--- config.mk ---
export PLATFORM = sky130hd
export DESIGN_NAME = bcd_countup_timer
export DESIGN_NICKNAME = d
export VERILOG_FILES = /design/src/rtl/bcd_countup_timer.sv
export SDC_FILE = /design/constraint.sdc
export NUM_CORES = 1
export LEC_CHECK = 0
export ABC_AREA = 1
export CELL_PAD_IN_SITES_DETAIL_PLACEMENT = 0
export CELL_PAD_IN_SITES_GLOBAL_PLACEMENT = 1
export CORE_AREA = 2 2 69 71
export CTS_BUF_LIST = sky130_fd_sc_hd__clkbuf_16
export DETAILED_ROUTE_END_ITERATION = 10
export DIE_AREA = 0 0 71 73
export PLACE_DENSITY = 0.79
export SYNTH_ARGS = -nofsm -noshare
export SYNTH_HDL_FRONTEND = slang
export SYNTH_SLANG_ARGS = --single-unit
export TNS_END_PERCENT = 30
--- constraint.sdc ---
create_clock -name clk -period 2.1 [get_ports clk]
set_clock_uncertainty 0.1 [all_clocks]
set_input_delay 0.315 -clock clk [delete_from_list [all_inputs] [get_ports clk]]
set_output_delay 0.315 -clock clk [all_outputs]
set_load 0.02 [all_outputs]
--- src/rtl/bcd_countup_timer.sv ---
// Two-digit BCD count-up timer. It counts from 00 up to a target that is
// latched at start. A start/pause pushbutton and an enable switch control it,
// and it flags done when the count reaches the target.
module bcd_countup_timer #(
  parameter int SYNC_STAGES = 2,
  parameter int MAX_DIGIT   = 9
) (
  input  logic       clk,
  input  logic       rst_n,
  input  logic       tick,
  input  logic       sw,
  input  logic       pb,
  input  logic       clr,
  input  logic [3:0] tgt_ones,
  input  logic [3:0] tgt_tens,
  output logic [3:0] ones,
  output logic [3:0] tens,
  output logic       running,
  output logic       done,
  output logic       done_pulse
);

  localparam logic [3:0] MaxDigitC = 4'(MAX_DIGIT);

  typedef enum logic [1:0] {
    IDLE  = 2'd0,
    RUN   = 2'd1,
    PAUSE = 2'd2,
    DONE  = 2'd3
  } state_t;

  state_t                 state_q;
  logic [SYNC_STAGES-1:0] pb_sync_q;
  logic                   pb_edge_q;
  logic                   pb_rise;
  logic [3:0]             ones_q;
  logic [3:0]             tens_q;
  logic [3:0]             tgt_ones_q;
  logic [3:0]             tgt_tens_q;
  logic                   running_q;
  logic                   done_q;
  logic                   done_pulse_q;
  logic [3:0]             tgt_ones_d;
  logic [3:0]             tgt_tens_d;
  logic                   tgt_zero_d;
  logic [3:0]             inc_ones_d;
  logic [3:0]             inc_tens_d;
  logic                   hit_target_d;

  // Bring the raw pushbutton into the clock domain and keep its last synchronized value.
  always_ff @(posedge clk or negedge rst_n) begin
    if (!rst_n) begin
      pb_sync_q <= '0;
      pb_edge_q <= 1'b0;
    end else begin
      pb_sync_q <= {pb_sync_q[SYNC_STAGES-2:0], pb};
      pb_edge_q <= pb_sync_q[SYNC_STAGES-1];
    end
  end

  assign pb_rise = pb_sync_q[SYNC_STAGES-1] & ~pb_edge_q;

  // Clamp the incoming target and precompute the BCD increment and the target match.
  always_comb begin
    tgt_ones_d   = (tgt_ones > MaxDigitC) ? MaxDigitC : tgt_ones;
    tgt_tens_d   = (tgt_tens > MaxDigitC) ? MaxDigitC : tgt_tens;
    tgt_zero_d   = (tgt_ones_d == 4'd0) && (tgt_tens_d == 4'd0);
    inc_ones_d   = ones_q + 4'd1;
    inc_tens_d   = tens_q;
    if (ones_q == 4'd9) begin
      inc_ones_d = 4'd0;
      inc_tens_d = tens_q + 4'd1;
    end
    hit_target_d = (inc_ones_d == tgt_ones_q) && (inc_tens_d == tgt_tens_q);
  end

  // Control FSM: the count, the latched target and the status outputs all update here.
  always_ff @(posedge clk or negedge rst_n) begin
    if (!rst_n) begin
      state_q      <= IDLE;
      ones_q       <= 4'd0;
      tens_q       <= 4'd0;
      tgt_ones_q   <= 4'd0;
      tgt_tens_q   <= 4'd0;
      running_q    <= 1'b0;
      done_q       <= 1'b0;
      done_pulse_q <= 1'b0;
    end else begin
      done_pulse_q <= 1'b0;
      if (clr) begin
        state_q   <= IDLE;
        ones_q    <= 4'd0;
        tens_q    <= 4'd0;
        running_q <= 1'b0;
        done_q    <= 1'b0;
      end else begin
        case (state_q)
          IDLE: begin
            ones_q <= 4'd0;
            tens_q <= 4'd0;
            if (pb_rise) begin
              tgt_ones_q <= tgt_ones_d;
              tgt_tens_q <= tgt_tens_d;
              if (tgt_zero_d) begin
                state_q      <= DONE;
                done_q       <= 1'b1;
                done_pulse_q <= 1'b1;
              end else begin
                state_q   <= RUN;
                running_q <= 1'b1;
              end
            end
          end
          RUN: begin
            if (pb_rise) begin
              state_q   <= PAUSE;
              running_q <= 1'b0;
            end else if (tick && sw) begin
              ones_q <= inc_ones_d;
              tens_q <= inc_tens_d;
              if (hit_target_d) begin
                state_q      <= DONE;
                running_q    <= 1'b0;
                done_q       <= 1'b1;
                done_pulse_q <= 1'b1;
              end
            end
          end
          PAUSE: begin
            if (pb_rise) begin
              state_q   <= RUN;
              running_q <= 1'b1;
            end
          end
          DONE: begin
            if (pb_rise) begin
              state_q <= IDLE;
              done_q  <= 1'b0;
              ones_q  <= 4'd0;
              tens_q  <= 4'd0;
            end
          end
          default: begin
            state_q   <= IDLE;
            ones_q    <= 4'd0;
            tens_q    <= 4'd0;
            running_q <= 1'b0;
            done_q    <= 1'b0;
          end
        endcase
      end
    end
  end

  assign ones       = ones_q;
  assign tens       = tens_q;
  assign running    = running_q;
  assign done       = done_q;
  assign done_pulse = done_pulse_q;

endmodule

==> results.sh <==
export IMPL_status="complete, no violations"
export IMPL_crit_chain="ha_1, nand4_1, nand2_1, nor2_1, nor2_1, nand2_1, nor2_4, nand3_2, nand2_4, nand2_2, nand2_1, nand2_1"
export IMPL_startpoint="tens[0]"
export IMPL_synth_seq_area_share_pct=39.80
export IMPL_hold_ws_ps=257.1
export IMPL_n_fill_cell=461
export IMPL_cts_path_max_buffers=2
export IMPL_slew_viol_final=0
export IMPL_startpoint_type="register"
export IMPL_finalHoldViolCount=0
export IMPL_ys_ff_latch=24
export IMPL_nets=264
export IMPL_grt_pass1_wl_mm=5.782
export IMPL_worst_pin_slew_ps=315.0
export IMPL_ios=25
export IMPL_required_ps=2150
export IMPL_n_antenna_cell=0
export IMPL_via_per_inst=4.742
export IMPL_endpoint_kind="register"
export IMPL_slew_headroom_pct=79.00
export IMPL_first_pass_iters=4
export IMPL_htreeDepth=1
export IMPL_dr_first_iter_drc_count=71
export IMPL_finalSetupViolations=0
export IMPL_post_dp_hpwl_mm=2.572
export IMPL_io_buffer_count=24
export IMPL_routedWlPerCell_um=11.21
export IMPL_vdd_drop_max_v=0.0005132
export IMPL_synth_nets=228
export IMPL_cts_tree="done"
export IMPL_vias=1399
export IMPL_overflow=0
export IMPL_grt_pass1_vias=1292
export IMPL_fmax_mhz=507.3
export IMPL_syn2layout_area_growth_pct=33.33
export IMPL_drc=0
export IMPL_clk_pin_slew_ps=60
export IMPL_finalCritPeriodShare_pct=93.87
export IMPL_cts_root_buf="clkbuf_16"
export IMPL_synth_warnings=0
export IMPL_worst_ep_arrival_time_ps=2020
export IMPL_synth_area_um2=1509
export IMPL_power_density_nw_per_um2=1040
export IMPL_cts_hold_buf=0
export IMPL_min_period_ps=1971
export IMPL_final_common_cell="nand2_1"
export IMPL_synth_cell_types=24
export IMPL_worst_path_most_repeated_cell="nand2_1"
export IMPL_clock_sinks=24
export IMPL_die_w_um=71
export IMPL_drive_above_1_share_pct=15.77
export IMPL_rsz0062_at_grt="yes"
export IMPL_path_class="register to register"
export IMPL_cap_violations=0
export IMPL_grt_usage_pct=13.98
export IMPL_min_delay_start="pb_sync_q[0]"
export IMPL_hp_class="register to register"
export IMPL_coreArea_um2=4536
export IMPL_clock_latency_ps=260
export IMPL_start_util_pct=33.27
export IMPL_die_h_um=73
export IMPL_crit_fanout=6
export IMPL_grt_max_degree=25
export IMPL_r2r_start="tens[0]"
export IMPL_cp_slowest_cell="dfrtp_1"
export IMPL_die_area_um2=5183
export IMPL_avgSynthCellArea_um2=7.325
export IMPL_cts_made_buffers=3
export IMPL_multiInputGateArea_um2=829.5
export IMPL_gp_congestion=0.8813
export IMPL_num_rows=25
export IMPL_finalWirelength_mm=3.306
export IMPL_most_common_layout_cells="nand2_1 (49), inv_1 (30), dfrtp_1 (24), clkdlybuf4s50_1 (24), nand3_1 (16)"
export IMPL_ant_nets=0
export IMPL_seq_area_um2=600.6
export IMPL_synth_cells=206
export IMPL_antenna_found_initial=0
export IMPL_final_core_util_pct=44.36
export IMPL_power_leakage_nw=0.9543
export IMPL_max_stage_delay_ps=450
## metrics by stage
step                      TNS (ps)  cells  power [mW]  cell area, um^2  setup WS [ps]
after CTS                        0    293       2.022             1934          66.97
after global placement           0    289       1.599             1856          46.89
after floorplan                  0    206       1.308             1509          166.4
after detailed placement         0    289       1.600             1856          68.83
after global routing        -68.35    295       2.260             2012         -37.05
final                            0    295       2.092             2012          128.8
## where the power goes
group | switching (mW) | internal [mW]
sequential | 0.0822 | 0.588
combinational | 0.587 | 0.420
clock | 0.161 | 0.255
total | 0.830 | 1.26
## registers in the layout, summed over array words and instances (netlist names)
signal,count
done,1
done_pulse,1
ones,4
pb_edge_q,1
pb_sync_q,2
running,1
state_q,2
tens,4
tgt_ones_q,4
tgt_tens_q,4
## layout make-up
| cell class | instances | area share, % |
|---|---|---|
| clock buffer | 3 | 3.731 |
| clock inverter | 1 | 0.1866 |
| inverter | 32 | 5.970 |
| multi-input combinational | 147 | 41.23 |
| sequential | 24 | 29.85 |
| tap | 54 | 3.358 |
| timing repair buffer | 34 | 15.67 |
## critical path: cells and delay by family, from the launching register on
kind | cells | cell delay [ps]
adders and majority gates | 1 | 330
DFF | 1 | 450
and+or+nand+nor | 11 | 980
## repair_timing
item	CTS	global route
gates resized for setup	0	15
endpoints found under the hold margin	0	0
buffers inserted	0	2
setup endpoints to repair	0	11
## path summary, 6_finish.rpt
| path | slack, ps | cells past startpoint | endpoint |
|---|---|---|---|
| max | 130 | 12 | state_q[0] |
| min | 260 | 0 | pb_sync_q[1] |
| max reg2reg | 130 | 12 | state_q[0] |
| min reg2reg | 260 | 0 | pb_sync_q[1] |
| max in group asynchronous | 1340 | 2 | tens[1] |
| min in group asynchronous | 320 | 2 | tgt_tens_q[0] |
## routing by layer
layer | up-vias | track usage, % | share of wire (%)
met5 | - | 0 | 0
met4 | 0 | 4.403 | 1.3
met3 | 5 | 2.486 | 2.8
met2 | 23 | 22.64 | 46
met1 | 631 | 19.12 | 50
li1 | 740 | - | -
## Yosys cell counts
| master | number | area [um^2] |
|---|---|---|
| nand2_2 | 8 | 50.05 |
| nor2_1 | 15 | 56.30 |
| o21ai_1 | 1 | 5.000 |
| a21boi_0 | 1 | 7.510 |
| o221ai_1 | 2 | 17.52 |
| or2_2 | 1 | 6.260 |
| a21oi_1 | 6 | 30.03 |
| nand2_1 | 53 | 198.9 |
| o22ai_1 | 7 | 43.79 |
| nand3_1 | 19 | 95.09 |
| inv_1 | 31 | 116.4 |
| buf_2 | 2 | 10.01 |
| o21ai_0 | 10 | 50.05 |
| nand3_2 | 1 | 10.01 |
| nand3b_1 | 1 | 7.510 |
| inv_2 | 1 | 3.750 |
| or2_1 | 1 | 6.260 |
| nand4_1 | 6 | 37.54 |
| ha_1 | 8 | 100.1 |
| nor2_2 | 3 | 18.77 |
| dfrtp_1 | 24 | 600.6 |
| nand2_4 | 1 | 11.26 |
| nor3_1 | 3 | 15.01 |
| buf_6 | 1 | 11.26 |
## kinds of logic after synthesis
logic type | share of synthesized area (%)
AND/OR/NAND/NOR | 34.00
buffers and inverters | 9.369
AO/OA/AOI/OAI | 10.20
flip-flops | 39.80
adder cells (fa/ha/maj) | 6.634
(Power assumes the default switching activity.)
